--- src/rtl/midi_in_pkg.sv ---
// Shared constants and types for the MIDI note receiver.
// Holds status nibbles, message field positions and the FSM state encodings.
package midi_in_pkg;

    localparam logic [3:0]  NOTE_OFF = 4'h8;
    localparam logic [3:0]  NOTE_ON  = 4'h9;
    localparam logic [7:0]  RT_MIN   = 8'hF8;
    localparam int          ON_BIT   = 7;
    localparam int          NOTE_MSB = 6;
    localparam int unsigned OMNI     = 16;

    typedef enum logic [1:0] {S_STATUS, S_NOTE, S_VEL, S_SKIP} parse_state_e;
    typedef enum logic [1:0] {T_IDLE, T_SETUP, T_HIGH, T_LOW} strobe_state_e;
    typedef enum logic [2:0] {R_IDLE, R_START, R_DATA, R_STOP, R_WAIT} rx_state_e;

    function automatic logic chan_match(input logic [3:0] ch, input int unsigned sel);
        return (sel == OMNI) || (ch == sel[3:0]);
    endfunction

endpackage

--- src/rtl/midi_in_if.sv ---
// Event interface between midi_in and the downstream player stage.
// The master drives the message, its strobe and the error pulses.
interface midi_in_if;
    logic [7:0] msg;
    logic       clk_msg;
    logic       frame_err;
    logic       overflow;

    modport master (output msg, output clk_msg, output frame_err, output overflow);
    modport slave  (input msg, input clk_msg, input frame_err, input overflow);
endinterface

--- src/rtl/midi_uart_rx.sv ---
// 8N1 serial receiver: synchronizer, mid-bit sampling, byte_valid and frame_err pulses.
// After a bad stop bit it waits for the line to go high before re-arming.
module midi_uart_rx
    import midi_in_pkg::*;
#(
    parameter int unsigned BIT_DIV = 3840
) (
    input  logic       clk,
    input  logic       rst,
    input  logic       rx_i,
    output logic [7:0] data_o,
    output logic       valid_o,
    output logic       frame_err_o
);

    localparam int unsigned CW = $clog2(BIT_DIV);
    localparam logic [CW-1:0] HALF_M1 = CW'(BIT_DIV / 2 - 1);
    localparam logic [CW-1:0] FULL_M1 = CW'(BIT_DIV - 1);

    logic            rx_s1_q, rx_s2_q, rx_prev_q;
    rx_state_e       state_q, state_d;
    logic [CW-1:0]   cnt_q, cnt_d;
    logic [2:0]      bit_q, bit_d;
    logic [7:0]      shift_q, shift_d;
    logic            valid_q, valid_d;
    logic            ferr_q, ferr_d;

    always_comb begin
        state_d = state_q;
        cnt_d   = cnt_q + CW'(1);
        bit_d   = bit_q;
        shift_d = shift_q;
        valid_d = 1'b0;
        ferr_d  = 1'b0;
        unique case (state_q)
            R_IDLE: begin
                cnt_d = '0;
                if (rx_prev_q && !rx_s2_q) state_d = R_START;
            end
            R_START: begin
                if (cnt_q == HALF_M1) begin
                    cnt_d = '0;
                    bit_d = '0;
                    // A line that is high again at mid start bit was a glitch.
                    state_d = rx_s2_q ? R_IDLE : R_DATA;
                end
            end
            R_DATA: begin
                if (cnt_q == FULL_M1) begin
                    cnt_d   = '0;
                    shift_d = {rx_s2_q, shift_q[7:1]};
                    bit_d   = bit_q + 3'd1;
                    if (bit_q == 3'd7) state_d = R_STOP;
                end
            end
            R_STOP: begin
                if (cnt_q == FULL_M1) begin
                    cnt_d = '0;
                    if (rx_s2_q) begin
                        valid_d = 1'b1;
                        state_d = R_IDLE;
                    end else begin
                        ferr_d  = 1'b1;
                        state_d = R_WAIT;
                    end
                end
            end
            R_WAIT: begin
                cnt_d = '0;
                if (rx_s2_q) state_d = R_IDLE;
            end
            default: state_d = R_IDLE;
        endcase
    end

    always_ff @(posedge clk or negedge rst) begin
        if (!rst) begin
            rx_s1_q   <= 1'b1;
            rx_s2_q   <= 1'b1;
            rx_prev_q <= 1'b1;
            state_q   <= R_IDLE;
            cnt_q     <= '0;
            bit_q     <= '0;
            shift_q   <= '0;
            valid_q   <= 1'b0;
            ferr_q    <= 1'b0;
        end else begin
            rx_s1_q   <= rx_i;
            rx_s2_q   <= rx_s1_q;
            rx_prev_q <= rx_s2_q;
            state_q   <= state_d;
            cnt_q     <= cnt_d;
            bit_q     <= bit_d;
            shift_q   <= shift_d;
            valid_q   <= valid_d;
            ferr_q    <= ferr_d;
        end
    end

    assign data_o      = shift_q;
    assign valid_o     = valid_q;
    assign frame_err_o = ferr_q;

endmodule

--- src/rtl/midi_in.sv ---
// MIDI-in front end: decodes Note On/Off (with running status) into {on, note} events,
// queues them and presents each one to the player with a slow clk_msg strobe.
module midi_in
    import midi_in_pkg::*;
#(
    parameter int unsigned CLK_FREQ    = 120_000_000,
    parameter int unsigned BAUD        = 31_250,
    parameter int unsigned CHANNEL     = 16,
    parameter int unsigned FIFO_DEPTH  = 8,
    parameter int unsigned STROBE_HIGH = 32,
    parameter int unsigned STROBE_LOW  = 32
) (
    input  logic        clk,
    input  logic        rst,
    input  logic        midi_rx,
    midi_in_if.master   mif
);

    localparam int unsigned BIT_DIV = CLK_FREQ / BAUD;
    localparam int unsigned AW      = $clog2(FIFO_DEPTH);
    localparam int unsigned TMAX    = (STROBE_HIGH > STROBE_LOW) ? STROBE_HIGH : STROBE_LOW;
    localparam int unsigned TW      = $clog2(TMAX + 1);

    logic [7:0] rx_data;
    logic       rx_valid;
    logic       rx_ferr;

    midi_uart_rx #(
        .BIT_DIV(BIT_DIV)
    ) u_rx (
        .clk        (clk),
        .rst        (rst),
        .rx_i       (midi_rx),
        .data_o     (rx_data),
        .valid_o    (rx_valid),
        .frame_err_o(rx_ferr)
    );

    // Parser
    parse_state_e pstate_q, pstate_d;
    logic         type_on_q, type_on_d;
    logic [6:0]   note_q, note_d;
    logic         is_note_status;
    logic         push;
    logic [7:0]   ev;

    always_comb begin
        pstate_d       = pstate_q;
        type_on_d      = type_on_q;
        note_d         = note_q;
        push           = 1'b0;
        ev             = '0;
        is_note_status = (rx_data[7:4] == NOTE_ON || rx_data[7:4] == NOTE_OFF) &&
                         chan_match(rx_data[3:0], CHANNEL);
        if (rx_valid && rx_data < RT_MIN) begin
            if (rx_data[7]) begin
                // Any status aborts a partial message; unknown ones also drop running status.
                pstate_d  = is_note_status ? S_NOTE : S_SKIP;
                type_on_d = (rx_data[7:4] == NOTE_ON);
            end else begin
                unique case (pstate_q)
                    S_NOTE: begin
                        note_d   = rx_data[6:0];
                        pstate_d = S_VEL;
                    end
                    S_VEL: begin
                        pstate_d         = S_NOTE;
                        push             = (note_q != 7'd0);
                        ev[ON_BIT]       = type_on_q && (rx_data[6:0] != 7'd0);
                        ev[NOTE_MSB:0]   = note_q;
                    end
                    default: ;
                endcase
            end
        end
    end

    always_ff @(posedge clk or negedge rst) begin
        if (!rst) begin
            pstate_q  <= S_STATUS;
            type_on_q <= 1'b0;
            note_q    <= '0;
        end else begin
            pstate_q  <= pstate_d;
            type_on_q <= type_on_d;
            note_q    <= note_d;
        end
    end

    // Event FIFO; pointers carry one extra wrap bit to tell full from empty.
    logic [7:0]  mem_q [FIFO_DEPTH];
    logic [AW:0] wr_q, wr_d, rd_q, rd_d;
    logic        full, empty, pop, push_ok;
    logic        overflow_q, overflow_d;
    strobe_state_e tstate_q;

    assign empty   = (wr_q == rd_q);
    assign full    = (wr_q[AW] != rd_q[AW]) && (wr_q[AW-1:0] == rd_q[AW-1:0]);
    assign pop     = (tstate_q == T_IDLE) && !empty;
    assign push_ok = push && (!full || pop);

    always_comb begin
        wr_d       = push_ok ? wr_q + (AW + 1)'(1) : wr_q;
        rd_d       = pop ? rd_q + (AW + 1)'(1) : rd_q;
        overflow_d = push && !push_ok;
    end

    always_ff @(posedge clk) begin
        if (push_ok) mem_q[wr_q[AW-1:0]] <= ev;
    end

    always_ff @(posedge clk or negedge rst) begin
        if (!rst) begin
            wr_q       <= '0;
            rd_q       <= '0;
            overflow_q <= 1'b0;
        end else begin
            wr_q       <= wr_d;
            rd_q       <= rd_d;
            overflow_q <= overflow_d;
        end
    end

    // Strobe FSM
    logic [7:0]    msg_q;
    logic          clk_msg_q;
    logic [TW-1:0] tcnt_q;

    always_ff @(posedge clk or negedge rst) begin
        if (!rst) begin
            tstate_q  <= T_IDLE;
            msg_q     <= '0;
            clk_msg_q <= 1'b0;
            tcnt_q    <= '0;
        end else begin
            unique case (tstate_q)
                T_IDLE: begin
                    if (pop) begin
                        msg_q    <= mem_q[rd_q[AW-1:0]];
                        tstate_q <= T_SETUP;
                    end
                end
                T_SETUP: begin
                    clk_msg_q <= 1'b1;
                    tcnt_q    <= '0;
                    tstate_q  <= T_HIGH;
                end
                T_HIGH: begin
                    if (tcnt_q == TW'(STROBE_HIGH - 1)) begin
                        clk_msg_q <= 1'b0;
                        tcnt_q    <= '0;
                        tstate_q  <= T_LOW;
                    end else begin
                        tcnt_q <= tcnt_q + TW'(1);
                    end
                end
                T_LOW: begin
                    if (tcnt_q == TW'(STROBE_LOW - 1)) begin
                        tcnt_q   <= '0;
                        tstate_q <= T_IDLE;
                    end else begin
                        tcnt_q <= tcnt_q + TW'(1);
                    end
                end
                default: tstate_q <= T_IDLE;
            endcase
        end
    end

    assign mif.msg       = msg_q;
    assign mif.clk_msg   = clk_msg_q;
    assign mif.frame_err = rx_ferr;
    assign mif.overflow  = overflow_q;

endmodule

--- src/flat_wrapper.sv ---
// flat-port wrapper written by rule: the top's interface ports become plain ports
module midi_in_flat import midi_in_pkg::*;
#(
    parameter int unsigned CLK_FREQ    = 120_000_000,
    parameter int unsigned BAUD        = 31_250,
    parameter int unsigned CHANNEL     = 16,
    parameter int unsigned FIFO_DEPTH  = 8,
    parameter int unsigned STROBE_HIGH = 32,
    parameter int unsigned STROBE_LOW  = 32
)
  (clk, rst, midi_rx, mif_msg, mif_clk_msg, mif_frame_err, mif_overflow);
  midi_in_if mif_i ();
  input  logic clk;
  input  logic rst;
  input  logic midi_rx;
  output wire logic [$bits(mif_i.msg)-1:0] mif_msg;
  output wire logic [$bits(mif_i.clk_msg)-1:0] mif_clk_msg;
  output wire logic [$bits(mif_i.frame_err)-1:0] mif_frame_err;
  output wire logic [$bits(mif_i.overflow)-1:0] mif_overflow;
  assign mif_msg = mif_i.msg;
  assign mif_clk_msg = mif_i.clk_msg;
  assign mif_frame_err = mif_i.frame_err;
  assign mif_overflow = mif_i.overflow;
  midi_in #(.CLK_FREQ(CLK_FREQ), .BAUD(BAUD), .CHANNEL(CHANNEL), .FIFO_DEPTH(FIFO_DEPTH), .STROBE_HIGH(STROBE_HIGH), .STROBE_LOW(STROBE_LOW)) u_core (.clk(clk), .rst(rst), .midi_rx(midi_rx), .mif(mif_i));
endmodule
--- config.mk ---
export PLATFORM = sky130hd
export DESIGN_NAME = midi_in_flat
export DESIGN_NICKNAME = d
export VERILOG_FILES = /design/src/rtl/midi_in_pkg.sv /design/src/rtl/midi_in_if.sv /design/src/rtl/midi_uart_rx.sv /design/src/rtl/midi_in.sv /design/src/flat_wrapper.sv
export SDC_FILE = /design/constraint.sdc
export NUM_CORES = 1
export LEC_CHECK = 0
export ABC_AREA = 1
export CORE_UTILIZATION = 55
export CTS_BUF_LIST = sky130_fd_sc_hd__clkbuf_4
export DETAILED_ROUTE_END_ITERATION = 16
export GPL_TIMING_DRIVEN = 0
export MAX_ROUTING_LAYER = met4
export PLACE_DENSITY = 0.72
export SETUP_SLACK_MARGIN = 0.2
export SYNTH_ARGS = -nofsm -noshare
export SYNTH_HDL_FRONTEND = slang
export SYNTH_SLANG_ARGS = --single-unit
--- constraint.sdc ---
create_clock -name clk -period 2.5 [get_ports clk]
set_input_delay 0.375 -clock clk [delete_from_list [all_inputs] [get_ports clk]]
set_output_delay 0.375 -clock clk [all_outputs]
set_load 0.01 [all_outputs]
After elaboration in Yosys (flattened, before gate mapping)
Memory sizes are Yosys's and may differ from the RTL's. A register that Yosys moved wholly into a read port is not among the register bits.
Cells that the tools add are included.
- flip-flop bits (word level): 59
- bits in latches: 0
- bits in writable memories: 64
- bits in read-only memories: 0
- input port bits: 3
- output and inout bits: 11
- logic and storage cells: 127
- memories kept: 1
- memory list (name ; depth ; bits a word ; read ports ; clocked after Yosys merged registers in ; wr ports ; RTL line ; RTL):
    u_core.mem_q ; 8 ; 8 ; 1 ; 1 ; 1 ; midi_in.sv:91 ; logic [7:0] mem_q [FIFO_DEPTH];
- $add $sub $neg: 5
- multiply operators: 0
- divide/modulo/power cells: 0
- order comparisons: 1
- equality and inequality tests: 27
- shifts and indexed selects: 0
- mux-type cells: 40
- bitwise gates (word level): 1
- reductions and logical operators: 34
- operators with widths (operator ; number):
    $pmux W12 S3 ; 1
    $mux W3 ; 9
    $mux W12 ; 2
    $mux W8 ; 3
    $pmux W3 S5 ; 1
    $reduce_bool A7 Y1 ; 2
    $add A12 B1 Y12 const B ; 1
    $eq A12 B11 Y1 const B ; 1
    $eq A12 B12 Y1 const B ; 1
    $mux W1 ; 12
    $mux W2 ; 6
    $ne A2 B2 Y1 const B ; 6
    $pmux W6 S2 ; 1
    $reduce_and A2 Y1 ; 5
    $reduce_and A3 Y1 ; 3
    $add A4 B1 Y4 const B ; 2
    $eq A4 B4 Y1 const B ; 2
    $lt A8 B8 Y1 const B ; 1
    $pmux W2 S4 ; 1
    $logic_and A1 B1 Y1 ; 7
    $add A6 B1 Y6 const B ; 1
    $eq A2 B2 Y1 const B ; 3
    $eq A3 B2 Y1 const B ; 2
    $eq A3 B3 Y1 const B ; 2
    21 further kinds ; 33

Logic depth before layout (Yosys ltp)
- word-level depth: 7
- depth in mapped cells: 11
- depth with buffers taken out: 9

Hierarchy
From an unflattened synthesis, not the netlist that was laid out.
- cell total of the unflattened synthesis: 646
- area, all modules: 6024.5 um^2
- by module, submodules not included (module ; times used ; cells each ; area an instance (um^2) ; sequential area each (um^2)):
    midi_in ; 1 ; 460 ; 4478.0 ; 2822.7
    midi_uart_rx ; 1 ; 186 ; 1546.5 ; 779.5

Least setup slack after synthesis
Ideal clock, no wire load.
- kind: register to register
- from: register u_core.pstate_q[0]
- to: memory u_core.mem_q[4][0] (enable)
- library setup time: 0.370 ns
- arrival: 1.483 ns
- required time: 2.130 ns
- setup slack: 0.647 ns
- stages on the path, launching flop included: 8
- buffers on the path: 0
- clock period less this slack: 1.853 ns
- path through: dfrtp_1 -> inv_1 -> nand2_1 -> nor2_4 -> o21ai_2 -> nor2_4 -> nand3_1 -> nor2_1
- cells in the longest elaborated chain, start to end: 7
- ends and longest elaborated chain (element ; RTL line ; RTL):
    start, declared ; midi_in.sv:40 ; parse_state_e pstate_q, pstate_d;
    start signal, assigned ; midi_in.sv:84 ; pstate_q <= pstate_d;
    $eq A2 B2 Y1 ; midi_in.sv:61 ; unique case (pstate_q)
    $mux W1 ; midi_in.sv:61 ;
    $mux W1 ; midi_in.sv:56 ; if (rx_data[7]) begin
    $mux W1 ; midi_in.sv:55 ; if (rx_valid && rx_data < RT_MIN) begin
    $logic_and A1 B1 Y1 ; midi_in.sv:100 ; assign push_ok = push && (!full || pop);
    $mux W1 ; midi_in.sv:109 ; if (push_ok) mem_q[wr_q[AW-1:0]] <= ev;
    $mux W1 (not written as such) ; midi_in.sv:109 ;
    end, declared ; midi_in.sv:91 ;
Every way passes these cells.

Worst setup path after layout
- from: register u_core.pstate_q[0]
- to: memory u_core.mem_q[6][1] (enable)
Same word-level chain as after synthesis.

==> metrics.md <==
| Metric | Value |
|---|---|
| Drt total wl | `11,800 microns` |
| H-Tree Depth | `4` |
| Clock Sinks | `131` |
| Seq/Total Area, Yosys | `58.6%` |
| RSZ-0062 raised after global routing | `yes` |
| Crit path max-delay family | `simple AND/OR/NAND/NOR gates` |
| Final Critical Period | `2.29 ns` |
| Worst setup margin | `0.210 ns` |
| CP startpoint | `u_core.pstate_q[0]` |
| Total GRT Usage | `23.8%` |
| Fin. Hold Viols | `0` |
| CTS max path bufs | `2` |
| Buffers plus inverters on the worst setup path | `1` |
| Part of the cycle the worst path needs | `91.6%` |
| Hold WS | `0.250 ns` |
| Crit Path Class | `reg2reg` |
| DR iter-0 viols | `204` |
| Synth cell types | `35` |
| Synth warn | `0` |
| Pin count of the biggest net entering global routing | `68` |
| CP max FO | `9` |
| I/O Pins | `14` |
| Area of the multi-input gates | `0.00220 sq mm` |
| ANT cells | `0` |
| Flop2flop setup slack | `0.21 ns` |
| CTS buffer count | `17` |
| Worst path depth | `7` |
| Hold Path Class | `in2reg` |
| Seq cells post-synth | `131` |
| Core Area | `0.0108 sq mm` |
| Fill count | `915` |
| Share of layout cells above drive strength 1 | `12.6%` |
| Die X | `108 microns` |
| Pwr dens | `594 mW/mm^2` |
| Root Buffer | `clkbuf_4` |
| Pre-CTS worst setup slack | `0.209 ns` |
| Max stage delay on crit path | `0.60 ns` |
| FF-to-FF path depth | `7` |
| Max IR drop VDD | `0.415 mV` |
| Die Y | `108 microns` |
| First-pass GRT wire length | `20,100 microns` |
| Starting Density | `56.7%` |
| DIE AREA | `0.0116 sq mm` |
| P&R area growth vs syn | `9.65%` |
| Syn nets | `680` |
| Max-cap violation count | `0` |
| Worst path cell trace | `inv_1 > nand2_1 > nor2_4 > o21ai_2 > nor2_4 > nand3_1 > nor2_1` |
| Critical Path AT | `2.46 ns` |
| Final GP Congestion | `0.866` |
| Total Power | `4.00 mW` |
| Max-slew violations | `0` |
| FMAX | `437 MHz` |
| Pre-antenna DRT Iters | `4` |
| CP Launch Type | `register` |
| Mapped cell area | `0.00614 sq mm` |
| Crit-path slowest cell | `nor2_1` |
| Clk slew on worst S/H paths | `0.10 ns` |
| Via count | `4,402` |
| Req. time, crit path | `2.67 ns` |
| Wire length per cell | `13.9 microns` |
| Leak Pwr | `2.83 nW` |
| Setup-failing EPs final | `0` |
| Reg-to-Reg Start | `u_core.pstate_q[0]` |
| DP Wirelength | `8170 microns` |
| # nets final | `713` |
| FP Rows | `38` |
| I/O Buffers | `13` |
| Grt total ovfl | `0` |
| Layout Skew | `0.0165 ns` |
| Worst setup path endpoint | `u_core.mem_q[6][1]` |
| Worst slew margin | `36.7%` |
| Worst slew pin tran | `0.942 ns` |
| Average via count per standard cell | `5.16` |
| Worst skew pair latency | `0.54 ns` |
| Status | `finished, final reports clean` |
| R2r endpoint | `u_core.mem_q[6][1]` |
| Initial antenna violation count | `0` |
| Antenna viol nets, final | `0` |
| DRC Markers | `0` |
| CTS tree | `yes` |
| Area occupied by registers | `0.00360 sq mm` |
| CP Capture Type | `register` |
| Top cell by count, worst path | `nor2_4` |
| Vias in the first global route | `4,324` |
| Mean Syn Cell Area | `9.21 sq um` |
| Mapped Cells | `667` |
## worst reg2reg max path, stage by stage, from the launching register on
cell and delay (ns):
dfrtp_1 0.39, inv_1 0.07, nand2_1 0.11, nor2_4 0.23, o21ai_2 0.12, nor2_4 0.21, nand3_1 0.20, nor2_1 0.60
## per-stage QoR
step / TNS, ns / utilization [%] / instance area, sq um / std cells
floorplan: 0 / - / 6140 / 667
global placement: -74.99 / 59.5 / 6450 / 820
detailed placement: 0 / 59.5 / 6450 / 820
CTS: 0 / 62.0 / 6720 / 853
global route: 0 / 62.2 / 6740 / 853
finish: 0 / 62.2 / 6740 / 853
## cell usage in the layout, fill, tap and decap left out, drive strengths merged, types with 8 or more instances in the layout
master,Yosys,layout
clkinv,1,9
buf,15,16
edfxtp,64,64
nor2,124,124
clkdlybuf4s50,0,12
nor3,9,9
ha,10,10
nand3,32,32
inv,63,63
xor2,8,8
nand2,190,190
dfrtp,64,64
clkbuf,2,22
o21ai,57,57
nand4,8,8
## area by class of cell
class / count / share of cell area [%]
clock buffers: 20 / 2.23
inverters: 64 / 3.60
well taps: 140 / 2.60
flip-flops and latches: 131 / 53.5
repair buffers: 14 / 2.04
multi-input cells: 455 / 32.7
plain buffers: 17 / 1.69
clock inverters: 12 / 1.71
## registers in the layout, indices dropped and copies added (netlist names)
name                     cells
u_core.mem_q                64
u_core.mif.clk_msg           1
u_core.mif.msg               8
u_core.mif.overflow          1
u_core.note_q                7
u_core.pstate_q              2
u_core.rd_q                  4
u_core.tcnt_q                6
u_core.tstate_q              2
u_core.type_on_q             1
u_core.u_rx.bit_q            3
u_core.u_rx.cnt_q           12
u_core.u_rx.data_o           8
u_core.u_rx.frame_err_o      1
u_core.u_rx.rx_prev_q        1
u_core.u_rx.rx_s1_q          1
u_core.u_rx.rx_s2_q          1
u_core.u_rx.state_q          3
u_core.u_rx.valid_o          1
u_core.wr_q                  4
## routing by layer
layer | vias to the layer above | part of all wire [%] | track usage (%)
met2 | 89 | 49 | 38.0
li1 | 2225 | - | -
met1 | 2070 | 45 | 29.5
met4 | 0 | 1.7 | 9.39
met3 | 18 | 4.5 | 5.69
met5 | - | 0 | -
## Yosys cell counts
| cell | n | area, sq um |
|---|---|---|
| ha_1 | 10 | 125 |
| o21ai_1 | 1 | 5.00 |
| a21oi_1 | 6 | 30.0 |
| dfstp_2 | 3 | 78.8 |
| buf_1 | 1 | 3.75 |
| inv_1 | 57 | 214 |
| nor2_1 | 119 | 447 |
| nand3_2 | 3 | 30.0 |
| nand2_2 | 5 | 31.3 |
| inv_2 | 5 | 18.8 |
| nor2_4 | 3 | 33.8 |
| xor2_1 | 8 | 70.1 |
| nor3_1 | 9 | 45.0 |
| edfxtp_1 | 64 | 1920 |
| buf_6 | 4 | 45.0 |
| clkbuf_1 | 2 | 7.51 |
| o21ai_2 | 12 | 105 |
| nor2_2 | 2 | 12.5 |
| nand4_1 | 8 | 50.1 |
| clkinv_1 | 1 | 3.75 |
| o21ai_0 | 44 | 220 |
| buf_4 | 3 | 22.5 |
| nand2_4 | 2 | 22.5 |
| nand3_1 | 27 | 135 |
| inv_4 | 1 | 6.26 |
| and3_1 | 1 | 6.26 |
| a21oi_2 | 1 | 8.76 |
| dfrtp_1 | 64 | 1600 |
| nand3_4 | 2 | 35.0 |
| xnor2_1 | 5 | 43.8 |
| o211ai_1 | 1 | 7.51 |
| nand2_1 | 183 | 687 |
| o31ai_1 | 2 | 15.0 |
| nand3b_4 | 1 | 20.0 |
| buf_2 | 7 | 35.0 |
## power breakdown
| part | switching [mW] | internal, mW |
|---|---|---|
| Sequential | 0.0391 | 2.29 |
| Clock | 0.742 | 0.610 |
| Combinational | 0.226 | 0.0972 |
| Total | 1.01 | 2.99 |
## kinds of logic (layout without fill, tap and decap cells)
kind of cell               Yosys count  in the layout  share of synthesized area [%]
and+or+nand+nor                    365            365                           25.3
DFF                                131            131                           58.6
buffers and inverters               81            127                           5.80
AOI/OAI and AO/OA                   67             67                           6.37
xor gates and xnor gates            13             13                           1.85
adders and majority gates           10             10                           2.04
## timing repair
action / CTS / global route
setup buffers: 0 / 0
setup endpoints to repair: 5 / 64
pin swaps: 0 / 0
resized for setup: 0 / 6
hold endpoints to repair: 64 / 0
cloned: 0 / 0
hold buffers: 1 / 0
## how the worst min path moves through the flow
stage	startpoint	end	slack, ns	cells past startpoint
final	midi_rx	u_core.u_rx.rx_s1_q	0.25	1
after global routing	midi_rx	u_core.u_rx.rx_s1_q	0.21	1
after global placement	u_core.u_rx.rx_s1_q	u_core.u_rx.rx_s2_q	0.35	0
after detailed placement	u_core.u_rx.rx_s1_q	u_core.u_rx.rx_s2_q	0.35	0
after CTS	midi_rx	u_core.u_rx.rx_s1_q	0.21	1
after floorplan	rst	u_core.mif.clk_msg	0.08	0
(Power assumes the default switching activity.)
